`src/rtl/spi_pkg.sv`:
```
// Shared types and default widths for the SPI transmit framing path.
// Optional build macro used by this path: SPI_TX_UNDERRUN_ABORT_EN.
package spi_pkg;

    localparam int unsigned SPI_DW    = 8;
    localparam int unsigned SPI_LEN_W = 4;

    typedef enum logic [1:0] {
        IDLE  = 2'd0,
        SETUP = 2'd1,
        XFER  = 2'd2,
        HOLD  = 2'd3
    } state_t;

endpackage

```
`src/rtl/spi_tx_framer_if.sv`:
```
// Byte-write, frame-control and shifter handshake signals of spi_tx_framer.
// SPI_TX_UNDERRUN_ABORT_EN adds the underrun pulse.
interface spi_tx_framer_if
    import spi_pkg::*;
#(
    parameter int unsigned DEPTH = 4,
    parameter int unsigned DW    = SPI_DW,
    parameter int unsigned LEN_W = SPI_LEN_W
);
    localparam int unsigned LW = $clog2(DEPTH) + 1;

    logic [DW-1:0]    wr_data;
    logic             wr_en;
    logic             full;
    logic [LW-1:0]    level;
    logic [LEN_W-1:0] frame_len;
    logic             start;
    logic             busy;
    logic [DW-1:0]    tx_data;
    logic             tx_valid;
    logic             tx_ready;
    logic             cs_n;
    logic             frame_done;
`ifdef SPI_TX_UNDERRUN_ABORT_EN
    logic             underrun;
`endif

    // master: byte writer plus shift core; slave: the framer
    modport master (
`ifdef SPI_TX_UNDERRUN_ABORT_EN
        input  underrun,
`endif
        output wr_data, wr_en, frame_len, start, tx_ready,
        input  full, level, busy, tx_data, tx_valid, cs_n, frame_done
    );

    modport slave (
`ifdef SPI_TX_UNDERRUN_ABORT_EN
        output underrun,
`endif
        input  wr_data, wr_en, frame_len, start, tx_ready,
        output full, level, busy, tx_data, tx_valid, cs_n, frame_done
    );

endinterface

```
`src/rtl/spi_byte_fifo.sv`:
```
// Circular byte FIFO with a separate occupancy counter and zero-latency head read.
module spi_byte_fifo #(
    parameter int unsigned DEPTH = 4,
    parameter int unsigned DW    = 8
) (
    input  logic                       clk,
    input  logic                       rst,
    input  logic [DW-1:0]              wr_data,
    input  logic                       push,
    input  logic                       pop,
    output logic [DW-1:0]              rd_data,
    output logic                       full,
    output logic                       empty,
    output logic [$clog2(DEPTH):0]     level
);
    localparam int unsigned AW = $clog2(DEPTH);
    localparam int unsigned LW = AW + 1;

    logic [DW-1:0] mem [DEPTH];
    logic [AW-1:0] wr_ptr;
    logic [AW-1:0] rd_ptr;
    logic [LW-1:0] count;
    logic          do_push;
    logic          do_pop;

    // a full FIFO still accepts a write when the head leaves on the same edge
    assign do_pop  = pop && !empty;
    assign do_push = push && (!full || do_pop);

    assign full    = (count == LW'(DEPTH));
    assign empty   = (count == '0);
    assign level   = count;
    assign rd_data = mem[rd_ptr];

    always_ff @(posedge clk) begin
        if (rst) begin
            wr_ptr <= '0;
            rd_ptr <= '0;
            count  <= '0;
            for (int i = 0; i < int'(DEPTH); i++) begin
                mem[i] <= '0;
            end
        end else begin
            if (do_push) begin
                mem[wr_ptr] <= wr_data;
                wr_ptr      <= wr_ptr + AW'(1);
            end
            if (do_pop) begin
                rd_ptr <= rd_ptr + AW'(1);
            end
            case ({do_push, do_pop})
                2'b10:   count <= count + LW'(1);
                2'b01:   count <= count - LW'(1);
                default: count <= count;
            endcase
        end
    end

endmodule

```
`src/rtl/spi_tx_framer.sv`:
```
// Chip-select framing FSM feeding FIFO bytes to the SPI shifter.
// Define SPI_TX_UNDERRUN_ABORT_EN to abort a frame when the FIFO runs dry.
module spi_tx_framer
    import spi_pkg::*;
#(
    parameter int unsigned DEPTH = 4,
    parameter int unsigned DW    = SPI_DW,
    parameter int unsigned LEN_W = SPI_LEN_W
) (
    input  logic            clk,
    input  logic            rst,
    spi_tx_framer_if.slave  bus
);
    localparam int unsigned RW = LEN_W + 1;

    state_t        state;
    logic [RW-1:0] remaining;
    logic          cs_q;
    logic          busy_q;
    logic          done_q;
    logic          empty;
    logic          tx_valid;
    logic          hs;

    assign tx_valid = (state == XFER) && !empty;
    assign hs       = tx_valid && bus.tx_ready;

    spi_byte_fifo #(
        .DEPTH (DEPTH),
        .DW    (DW)
    ) u_fifo (
        .clk     (clk),
        .rst     (rst),
        .wr_data (bus.wr_data),
        .push    (bus.wr_en),
        .pop     (hs),
        .rd_data (bus.tx_data),
        .full    (bus.full),
        .empty   (empty),
        .level   (bus.level)
    );

    assign bus.tx_valid   = tx_valid;
    assign bus.cs_n       = cs_q;
    assign bus.busy       = busy_q;
    assign bus.frame_done = done_q;

`ifdef SPI_TX_UNDERRUN_ABORT_EN
    logic aborted;
    logic underrun_q;
    assign bus.underrun = underrun_q;
`endif

    // cs_n and busy are loaded on the transition edge so they track the state register
    always_ff @(posedge clk) begin
        if (rst) begin
            state      <= IDLE;
            remaining  <= '0;
            cs_q       <= 1'b1;
            busy_q     <= 1'b0;
            done_q     <= 1'b0;
`ifdef SPI_TX_UNDERRUN_ABORT_EN
            aborted    <= 1'b0;
            underrun_q <= 1'b0;
`endif
        end else begin
            done_q     <= 1'b0;
`ifdef SPI_TX_UNDERRUN_ABORT_EN
            underrun_q <= 1'b0;
`endif
            case (state)
                IDLE: begin
                    if (bus.start) begin
                        remaining <= (bus.frame_len == '0) ? (RW'(1) << LEN_W)
                                                           : RW'(bus.frame_len);
                        state     <= SETUP;
                        cs_q      <= 1'b0;
                        busy_q    <= 1'b1;
                    end
                end
                SETUP: state <= XFER;
                XFER: begin
                    if (hs) begin
                        remaining <= remaining - RW'(1);
                        if (remaining == RW'(1)) begin
                            state <= HOLD;
                        end
`ifdef SPI_TX_UNDERRUN_ABORT_EN
                    end else if (empty) begin
                        state   <= HOLD;
                        aborted <= 1'b1;
`endif
                    end
                end
                HOLD: begin
                    state  <= IDLE;
                    cs_q   <= 1'b1;
                    busy_q <= 1'b0;
                    done_q <= 1'b1;
`ifdef SPI_TX_UNDERRUN_ABORT_EN
                    underrun_q <= aborted;
                    aborted    <= 1'b0;
`endif
                end
                default: state <= IDLE;
            endcase
        end
    end

endmodule

```
`src/flat_wrapper.sv`:
```
// flat-port wrapper written by rule: the top's interface ports become plain ports
module spi_tx_framer_flat import spi_pkg::*;
#(
    parameter int unsigned DEPTH = 4,
    parameter int unsigned DW    = SPI_DW,
    parameter int unsigned LEN_W = SPI_LEN_W
)
  (clk, rst, bus_wr_data, bus_wr_en, bus_frame_len, bus_start, bus_tx_ready, bus_full, bus_level, bus_busy, bus_tx_data, bus_tx_valid, bus_cs_n, bus_frame_done);
  spi_tx_framer_if #(.DEPTH(DEPTH), .DW(DW), .LEN_W(LEN_W)) bus_i ();
  input  logic clk;
  input  logic rst;
  input wire logic [$bits(bus_i.wr_data)-1:0] bus_wr_data;
  input wire logic [$bits(bus_i.wr_en)-1:0] bus_wr_en;
  input wire logic [$bits(bus_i.frame_len)-1:0] bus_frame_len;
  input wire logic [$bits(bus_i.start)-1:0] bus_start;
  input wire logic [$bits(bus_i.tx_ready)-1:0] bus_tx_ready;
  output wire logic [$bits(bus_i.full)-1:0] bus_full;
  output wire logic [$bits(bus_i.level)-1:0] bus_level;
  output wire logic [$bits(bus_i.busy)-1:0] bus_busy;
  output wire logic [$bits(bus_i.tx_data)-1:0] bus_tx_data;
  output wire logic [$bits(bus_i.tx_valid)-1:0] bus_tx_valid;
  output wire logic [$bits(bus_i.cs_n)-1:0] bus_cs_n;
  output wire logic [$bits(bus_i.frame_done)-1:0] bus_frame_done;
  assign bus_i.wr_data = bus_wr_data;
  assign bus_i.wr_en = bus_wr_en;
  assign bus_i.frame_len = bus_frame_len;
  assign bus_i.start = bus_start;
  assign bus_i.tx_ready = bus_tx_ready;
  assign bus_full = bus_i.full;
  assign bus_level = bus_i.level;
  assign bus_busy = bus_i.busy;
  assign bus_tx_data = bus_i.tx_data;
  assign bus_tx_valid = bus_i.tx_valid;
  assign bus_cs_n = bus_i.cs_n;
  assign bus_frame_done = bus_i.frame_done;
  spi_tx_framer #(.DEPTH(DEPTH), .DW(DW), .LEN_W(LEN_W)) u_core (.clk(clk), .rst(rst), .bus(bus_i));
endmodule
```
`config.mk`:
```
export PLATFORM = sky130hd
export DESIGN_NAME = spi_tx_framer_flat
export DESIGN_NICKNAME = d
export VERILOG_FILES = /design/src/rtl/spi_pkg.sv /design/src/rtl/spi_tx_framer_if.sv /design/src/rtl/spi_byte_fifo.sv /design/src/rtl/spi_tx_framer.sv /design/src/flat_wrapper.sv
export SDC_FILE = /design/constraint.sdc
export NUM_CORES = 1
export LEC_CHECK = 0
export CAP_MARGIN = 0
export CORE_ASPECT_RATIO = 0.7
export CORE_MARGIN = 3
export CORE_UTILIZATION = 28
export DETAILED_ROUTE_END_ITERATION = 8
export GPL_ROUTABILITY_DRIVEN = 1
export PLACE_DENSITY = 0.56
export SLEW_MARGIN = 20
export SYNTH_ARGS = -nofsm -noshare
export SYNTH_HDL_FRONTEND = slang
export SYNTH_HIERARCHICAL = 1
export SYNTH_SLANG_ARGS = --single-unit
```
`constraint.sdc`:
```
create_clock -name clk -period 4.9 [get_ports clk]
set_input_delay 1.47 -clock clk [delete_from_list [all_inputs] [get_ports clk]]
set_output_delay 1.47 -clock clk [all_outputs]
set_load 0.01 [all_outputs]
```
==> results.ini <==
[status]
outcome=finished, final reports clean

[place]
dpl_worst_slack_ps=905
io_buffers=32
placedInstanceArea_sq_um=2980
hpwl_um=3580
gp_congestion=0.822
dp.cells=353

[timing]
slew_headroom_pct=47.4
whs_ps=483
setup_slack_ps=1220
rsz0062_at_grt=false
finalHoldViolCount=0
clock.fmax_mhz=272
fin_crit_ps=3680
tns_ps=0
finClkSkew_ps=5.93
worstMarginPinSlew_ps=787
fin_crit_sh_pct=75.0
setup_violations=0
slew_viol_final=0

[setup_path]
end_kind=register
cp_max_fo=6
path_class=primary input to register
r2r_cells=8
arrival_ps=3850
critPathRequiredTime_ps=5080
crit_path_start_kind=primary input

[cts]
clkSlewWorstSetupHoldPaths_ps=70
cts_tree=done
hold_buffers=0
clock_sinks=51
clk-insertion-delay-late_ps=290
cts.root.buffer_cell=clkbuf_16
clockBufferDepth=2
htree_levels=2
cts_setup_buffers=0
cts_buffers=5
postCtsResizedCells=0

[detailed_routing]
drc=0
dr.pass1.iters=4
ant_nets=0
vias=1617
wl_per_cell_um=14.2
vias_per_cell=4.48
drt_iter0_markers=80
routed_wl_um=5110

[floorplan]
coreArea_sq_um=8580
num_rows=28
die_area_sq_um=10200
initial_core_util_pct=29.3
io_pins=33
die_w_um=119
chipHeight_um=85.3

[yosys]
synth-edff-count=32
synthCells=204
syn_area_sq_um=2510
synth_seq_cells=51
yosysWarnings=6
synth_nets=227
synth_ff_type=edfxtp_1
ys_seq_area_share_pct=53.3
syn_area_per_cell_sq_um=12.3
yosys.cell_types.count=51
async_flop_share_pct=0

[global_routing]
antenna_found_initial=0
grt_max_degree=28
overflow=0
grt_pass1_vias=1584
grt_pass1_wl_um=8560
globalRouteTotalUtil_pct=10.8

[final_layout]
drive_above_1_share_pct=14.9
final_common_cell=and2_1
final_cells=361
fin_nets=263
n_antenna_cell=0
area_delta_synth_final_pct=24.2
final_cell_mix=33 x and2_1, 32 x clkdlybuf4s50_1, 32 x edfxtp_1, 19 x dfxtp_1, 18 x nor2_1
fin_util_pct=36.4
design_area_sq_um=3120

[power_and_ir_drop]
powerDensity_nw_per_um2=397
finalPower_mw=1.24
peakVddDrop_uv=120
p_leak_nw=1.11

[min_path]
hold_path_class=register to register
whs_path_depth=2

[flow_run]
maxCapViolCount=0

[area by class of cell]
| class | count | area (sq um) |
|---|---|---|
| Timing Repair Buffer | 36 | 350 |
| Inverter | 7 | 26.3 |
| Fill cell | 858 | 5460 |
| Tap cell | 120 | 150 |
| Clock inverter | 3 | 20.0 |
| Sequential cell | 51 | 1340 |
| Multi-Input combinational cell | 139 | 1110 |
| Clock buffer | 5 | 125 |
[layer usage]
layer | GRT usage [%] | vias up | wire length, um
met5 | 0 | - | 0
met4 | 3.68 | 0 | 52
met3 | 3.00 | 4 | 259
met2 | 15.2 | 38 | 2100
met1 | 15.9 | 766 | 2700
li1 | - | 809 | -
[cell families (layout without fill, tap and decap cells)]
group                    after synthesis  after routing  synth area share (%)
flip-flops                            51             51                  53.3
XOR/XNOR                               6              6                  2.09
AND/OR/NAND/NOR                       86             86                  20.9
adder cells (fa/ha/maj)                6              6                  3.28
buffers and inverters                 14             51                  2.54
multiplexers                          10             10                  8.16
AO/OA/AOI/OAI                         31             31                  9.70
[path summary, 6_finish.rpt]
| check | startpoint | to | slack (ps) |
|---|---|---|---|
| worst min-delay path | u_core/bus.cs_n$_SDFFE_PP1P_ | u_core/bus.cs_n$_SDFFE_PP1P_ | 480 |
| worst max register to register | u_core/state[1]$_SDFFE_PP0P_ | u_core/u_fifo/level[2]$_SDFFE_PP0P_ | 1950 |
| worst min register to register | u_core/bus.cs_n$_SDFFE_PP1P_ | u_core/bus.cs_n$_SDFFE_PP1P_ | 480 |
| worst max-delay path | bus_tx_ready | u_core/u_fifo/level[2]$_SDFFE_PP0P_ | 1220 |
[worst max-delay path: stages]
cell and delay, ps:
clkdlybuf4s50_1 500, nand2b_4 90, nor2_1 310, o31a_1 340
nand2b_1 110, fa_1 410, o31ai_2 290, mux2_4 320
[Yosys cell counts (2+ instances only)]
cell / count / area [sq um]
and2_1: 33 / 206
edfxtp_1: 32 / 961
dfxtp_1: 19 / 380
nor2_1: 18 / 67.6
mux4_2: 8 / 180
a21oi_1: 7 / 35.0
inv_1: 6 / 22.5
ha_1: 5 / 62.6
nand2b_1: 5 / 31.3
o21ai_1: 5 / 25.0
xor2_1: 5 / 43.8
a211oi_1: 4 / 30.0
nand2_1: 4 / 15.0
nor2b_1: 4 / 25.0
nor3_1: 4 / 20.0
and3_1: 3 / 18.8
buf_2: 3 / 15.0
a21oi_2: 2 / 17.5
clkbuf_1: 2 / 7.51
nand3_1: 2 / 10.0
o21bai_1: 2 / 15.0
o31a_1: 2 / 17.5
[sequential cells by signal (all words and copies together) (netlist names), named ones only]
signal / count
u_core/bus.busy: 1
u_core/bus.frame_done: 1
u_core/u_fifo/mem: 32
u_core/bus.cs_n: 1
u_core/u_fifo/level: 3
u_core/u_fifo/rd_ptr: 2
u_core/u_fifo/wr_ptr: 2
u_core/state: 2
u_core/remaining: 5
[power by group]
group          switching, mW  internal [mW]  leakage, nW
combinational          0.189          0.160        0.554
clock                  0.155          0.188       0.0658
sequential            0.0367          0.510        0.489
total                  0.381          0.859         1.11
Power figures use the tool's default switching activity.
==> RTL edit 1: new RTL, config.mk and constraints unchanged <==
Make the reset (`rst`) asynchronous in 2 clocked blocks.
--- a/src/rtl/spi_byte_fifo.sv
+++ b/src/rtl/spi_byte_fifo.sv
@@ -32,7 +32,7 @@
     assign level   = count;
     assign rd_data = mem[rd_ptr];
 
-    always_ff @(posedge clk) begin
+    always_ff @(posedge clk or posedge rst) begin
         if (rst) begin
             wr_ptr <= '0;
             rd_ptr <= '0;
--- a/src/rtl/spi_tx_framer.sv
+++ b/src/rtl/spi_tx_framer.sv
@@ -52,7 +52,7 @@
 `endif
 
     // cs_n and busy are loaded on the transition edge so they track the state register
-    always_ff @(posedge clk) begin
+    always_ff @(posedge clk or posedge rst) begin
         if (rst) begin
             state      <= IDLE;
             remaining  <= '0;
Formal check against the unedited RTL: differs if rst is asserted again (counterexample within 4 cycles, from zero or initial values and one cycle with rst high); with rst held inactive, the same outputs for 10 cycles.
==> RTL edit 1 against the unedited design <==
Non-clock buffer count fell by 3; critical endpoint is now bus_tx_valid; cell count fell by 10%; register-to-register slack improved by 0.02 ns; first-iteration DRC count fell by 19%; worst setup slack got worse by 0.013 ns; routed wire length fell by 7.6%; sequential cell count fell by 2; hold slack improved by 0.00091 ns; area after synthesis fell by 3.9%; final area fell by 2.4%.
Power is not compared: it rests on default switching activity, and its combinational part moved more than twofold at a synthesized area within 25%.
==> RTL edit 1: results (changes against the unedited design) <==
.. list-table::
   :header-rows: 1

   * - Metric
     - Value
   * - Maximum net fanout on the critical path
     - 13 (+7)
   * - Buffers inserted by post-CTS timing repair
     - 0 (unchanged)
   * - Worst-path cell with the longest stage delay
     - sky130_fd_sc_hd__clkdlybuf4s50_1
   * - Placed Area
     - 0.002858 mm^2 (-4.0%)
   * - Global placer's final weighted congestion
     - 0.7381 (-10%)
   * - Wirelength, routed
     - 4722 um (-7.6%)
   * - Non-filler cells, final
     - 324 (-10%)
   * - Final nets
     - 250 (-4.9%)
   * - Transition at the pin with the smallest max-transition slack
     - 0.6303 ns (-0.1569 ns)
   * - Asr flop ratio synth
     - 1.000 (+1.000)
   * - Count of distinct cell types in the synthesized netlist
     - 38 (-25%)
   * - Fill cell count
     - 773 (-9.9%)
   * - Number of flops mapped to enable cells by yosys
     - 0 (-100%)
   * - Maxcap violations
     - 0 (unchanged)
   * - Worst-case vdd ir drop
     - between 200 and 250 uV
   * - Layout cell share with drive strength beyond 1
     - 0.2601 (+0.1107)
   * - Worst slack at placement
     - 1.049 ns (+0.1444 ns)
   * - Length of the first detailed-routing pass in iterations
     - 4 (unchanged)
   * - Clock latency reported for the late side of the worst-skew pair
     - 0.29 ns (about the same)
   * - Clock transition at path regs
     - about 0.060 ns
   * - Via count
     - 1,504 (-7.0%)
   * - Top area cells in the synthesized netlist
     - sky130_fd_sc_hd__dfrtp_1, sky130_fd_sc_hd__mux2_2, sky130_fd_sc_hd__mux4_2
   * - Worst clock skew
     - 0.005282 ns (-0.0006463 ns)
   * - Area used by multi-input combinational logic
     - 0.001127 mm^2 (+1.6%)
   * - Leading post-synthesis cells by instance count
     - sky130_fd_sc_hd__dfrtp_1, sky130_fd_sc_hd__mux2_2, sky130_fd_sc_hd__inv_1, sky130_fd_sc_hd__ha_1, sky130_fd_sc_hd__nor2_1
   * - Global-route wire length before repair
     - 7762 um (-9.3%)
   * - Root cell of the clock tree
     - sky130_fd_sc_hd__clkbuf_16
   * - Post-Syn Area per Cell
     - 13.06 um^2 (+5.9%)
   * - Max reg flops
     - 32 (unchanged)
   * - Setup Viol. Count Final
     - 0 (unchanged)
   * - Antenna Cells
     - 0 (unchanged)
   * - Data arrival time of the worst path
     - 2.22 ns (-1.63 ns)
   * - Clock buffer depth
     - 2 (unchanged)
   * - Half-perimeter wire length after detailed placement
     - 3389 um (-5.4%)
   * - All-layer global routing usage
     - 0.1019 (-0.006256)
   * - Synth Net Count
     - 213 (-6.2%)
   * - Crit start category
     - flop
   * - Largest net degree at the start of global routing
     - 40 (+43%)
   * - Violation count after the first detailed-routing iteration
     - 65 (-19%)
   * - Run status
     - finished clean
   * - Seq/Total Area, Yosys
     - 0.5080 (-0.02531)
   * - Leakage power total
     - 1.279 nW
   * - Biggest cell delay along the critical path
     - 0.55 ns (+0.05 ns)
[RTL edit 1: cells by family after synthesis]
family	share of synthesized area
buffers and inverters	0.02537
DFF	0.5080
AOI/OAI and AO/OA	0.05489
and+or+nand+nor	0.08856
muxes	0.2413
adders and majority gates	0.06007
xor gates and xnor gates	0.02175
[RTL edit 1: per-layer routing]
| layer | up-vias | global-route usage | part of all wire |
|---|---|---|---|
| li1 | 730 | - | - |
| met1 | 743 | 0.1460 | 0.51 |
| met2 | 26 | 0.1456 | 0.44 |
| met3 | 5 | 0.02609 | 0.042 |
| met4 | 0 | 0.04063 | 0.015 |
| met5 | - | 0 | 0 |
[RTL edit 1: power by group through the flow]
stage / registers [mW] / logic [mW] / clock network [mW]
final: 0.783 / 0.971 / 0.436
after global routing: 0.819 / 1.06 / 0.462
after CTS: 0.787 / 0.984 / 0.447
after detailed placement: 0.794 / 0.981 / 0
after global placement: 0.794 / 0.961 / 0
after floorplan: 0.729 / 0.679 / 0
[RTL edit 1: worst paths after layout]
check / to / slack, ns / startpoint / depth (start not counted)
setup / recovery: bus_tx_valid / 1.21 / u_core/state[0]$_DFFE_PP0P_ / 5
hold / removal: u_core/u_fifo/mem[23]$_DFFE_PP0P_ / 0.48 / u_core/u_fifo/mem[23]$_DFFE_PP0P_ / 1
setup reg to reg: u_core/u_fifo/level[2]$_DFFE_PP0P_ / 1.97 / u_core/state[0]$_DFFE_PP0P_ / 12
hold reg to reg: u_core/u_fifo/mem[23]$_DFFE_PP0P_ / 0.48 / u_core/u_fifo/mem[23]$_DFFE_PP0P_ / 1
max in group asynchronous: u_core/u_fifo/mem[21]$_DFFE_PP0P_ / 2.93 / rst / 3
min in group asynchronous: u_core/remaining[1]$_DFFE_PP0P_ / 1.49 / rst / 2
[RTL edit 1: critical path, delay by kind of cell (launching register included)]
kind / cells / cell delay (ns)
flip-flops: 1 / 0.40
adder cells (fa/ha/maj): 1 / 0.46
buffers and inverters: 3 / 0.90
AND/OR/NAND/NOR: 1 / 0.17
[RTL edit 1: cell type report]
| cell class | instances | area share |
|---|---|---|
| clock inverter | 3 | 0.02135 |
| sequential | 49 | 0.4027 |
| clock buffer | 5 | 0.04105 |
| inverter | 13 | 0.01601 |
| tap | 101 | 0.04146 |
| timing repair buffer | 33 | 0.1076 |
| multi-input combinational | 120 | 0.3699 |
==> RTL edit 2: new RTL, same flow settings <==
Made on the original files. The package constant `SPI_LEN_W` goes from 4 to 2.
--- a/src/rtl/spi_pkg.sv
+++ b/src/rtl/spi_pkg.sv
@@ -3,7 +3,7 @@
 package spi_pkg;
 
     localparam int unsigned SPI_DW    = 8;
-    localparam int unsigned SPI_LEN_W = 4;
+    localparam int unsigned SPI_LEN_W = 2;
 
     typedef enum logic [1:0] {
         IDLE  = 2'd0,
Interface: changed (resized bus_frame_len); port bits go from 33 to 31. No check against the original RTL was run, so the function may have changed too.
==> RTL edit 2 against the unedited design <==
Die area is 5.3% lower; routed wire length is 7.5% lower; count of clock-buffer cells in the layout stayed put; critical path depth is 6 lower; final area is 6.2% lower; sequential cell count is 2 lower; clock skew is 0.0020 ns lower; power is 9.0% lower; area after synthesis is 5.7% lower; worst setup slack better by 0.11 ns; global-route usage is 0.20 points lower; non-clock buffer count is 3 lower; largest power group unchanged.
==> RTL edit 2: results (changes against the unedited design) <==
.. list-table::
   :header-rows: 1

   * - Metric
     - Value
   * - Adder-cell share of the synthesized area
     - 0.03481 (+0.001974)
   * - Global-route wire length before repair
     - 7686 um (-10%)
   * - Via count
     - 1,456 (-10%)
   * - Worst clock skew
     - 0.003950 ns (-0.001979 ns)
   * - Critical register-to-register path startpoint
     - u_core/state[0]$_SDFFE_PP0P_
   * - Post-Synth XOR/XNOR Area
     - 0.02215 (+0.001256)
   * - Count of distinct cell types in the synthesized netlist
     - 46 (-9.8%)
   * - Data arrival time of the worst path
     - 2.10 ns (-1.75 ns)
   * - Layout cell share with drive strength beyond 1
     - 0.1364 (-0.01301)
   * - IO Port Bufs
     - 30 (-6.3%)
   * - All-layer global routing usage
     - 0.1061 (-0.002037)
   * - Run status
     - finished clean
   * - Wirelength, routed
     - 4731 um (-7.5%)
   * - Final hold slack
     - 0.4852 ns (+0.002648 ns)
   * - Largest net degree at the start of global routing
     - 26 (-7.1%)
   * - Share of synthesized area spent on multiplexers
     - 0.09072 (+0.009125)
   * - Fill cell count
     - 789 (-8.0%)
   * - Half-perimeter wire length after detailed placement
     - 3382 um (-5.6%)
   * - Synth Net Count
     - 207 (-8.8%)
   * - Area fraction in compound gates after synthesis
     - 0.07384 (-0.02318)
   * - Leakage power total
     - 1.056 nW (-4.7%)
   * - Leading post-synthesis cells by instance count
     - sky130_fd_sc_hd__and2_1, sky130_fd_sc_hd__edfxtp_1, sky130_fd_sc_hd__dfxtp_1, sky130_fd_sc_hd__nor2_1
   * - Slew HR
     - 0.3974 (-0.07642)
   * - Seq/Total Area, Yosys
     - 0.5485 (+0.01519)
   * - Final nets
     - 240 (-8.7%)
   * - Number of cells on the worst reg-to-reg path
     - 9 (+1)
   * - Violation count after the first detailed-routing iteration
     - 56 (-30%)
   * - Via count of the first global-routing pass
     - 1,429 (-9.8%)
-- RTL edit 2: critical path: cells and delay by family, from the launching register on --
kind | cells | cell delay, ns
mux | 1 | 0.60
flops | 1 | 0.72
buf+inv | 1 | 0.49
-- RTL edit 2: kinds of logic (layout without fill, tap and decap cells) --
family	after synthesis	after routing
and+or+nand+nor	79	79
DFF	49	49
AOI/OAI and AO/OA	22	22
buffers and inverters	13	47
muxes	11	11
adders and majority gates	6	6
xor gates and xnor gates	6	6
-- RTL edit 2: how the worst max path moves through the flow --
stage | from | to | slack [ns] | cells after the start
3_5_place_dp | bus_tx_ready | u_core/u_fifo/level[2]$_SDFFE_PP0P_ | 1.13 | 7
2_1_floorplan | bus_tx_ready | u_core/u_fifo/level[2]$_SDFFE_PP0P_ | 1.78 | 6
3_3_place_gp | bus_tx_ready | u_core/u_fifo/level[2]$_SDFFE_PP0P_ | 1.20 | 7
6_report | flop | bus_tx_data[6] | 1.33 | 2
4_1_cts | flop | bus_tx_data[6] | 1.28 | 2
5_1_grt | flop | bus_tx_data[6] | 1.19 | 2
-- RTL edit 2: cell type report --
cell class | instances | area, um^2 | share of cell area
Clock buffer | 5 | 125.1 | 0.04270
Sequential cell | 49 | 1301 | 0.4441
Clock inverter | 3 | 21.27 | 0.007259
Timing Repair Buffer | 33 | 322.8 | 0.1102
Multi-Input combinational cell | 124 | 1011 | 0.3450
Inverter | 6 | 22.52 | 0.007686
Tap cell | 101 | 126.4 | 0.04313
-- RTL edit 2: power breakdown --
group | switching, mW | internal [mW] | leakage, nW
combinational | 0.139 | 0.132 | 0.514
clock | 0.150 | 0.190 | 0.0702
sequential | 0.0288 | 0.488 | 0.472
-- RTL edit 2: routing by layer --
metal	part of all wire	vias up	global-route usage	routed length, um
met3	0.038	5	0.03350	181
li1	-	729	-	-
met1	0.52	695	0.1565	2444
met2	0.43	27	0.1462	2036
met4	0.014	0	0.03477	68
met5	0	-	0	0
-- RTL edit 2: stage by stage --
stage	cells	cell area (um^2)	setup slack, ns
4_1_cts	321	2930	1.275
2_1_floorplan	186	2372	1.779
6_report	321	2930	1.334
3_3_place_gp	313	2784	1.200
3_5_place_dp	313	2784	1.129
5_1_grt	321	2930	1.191
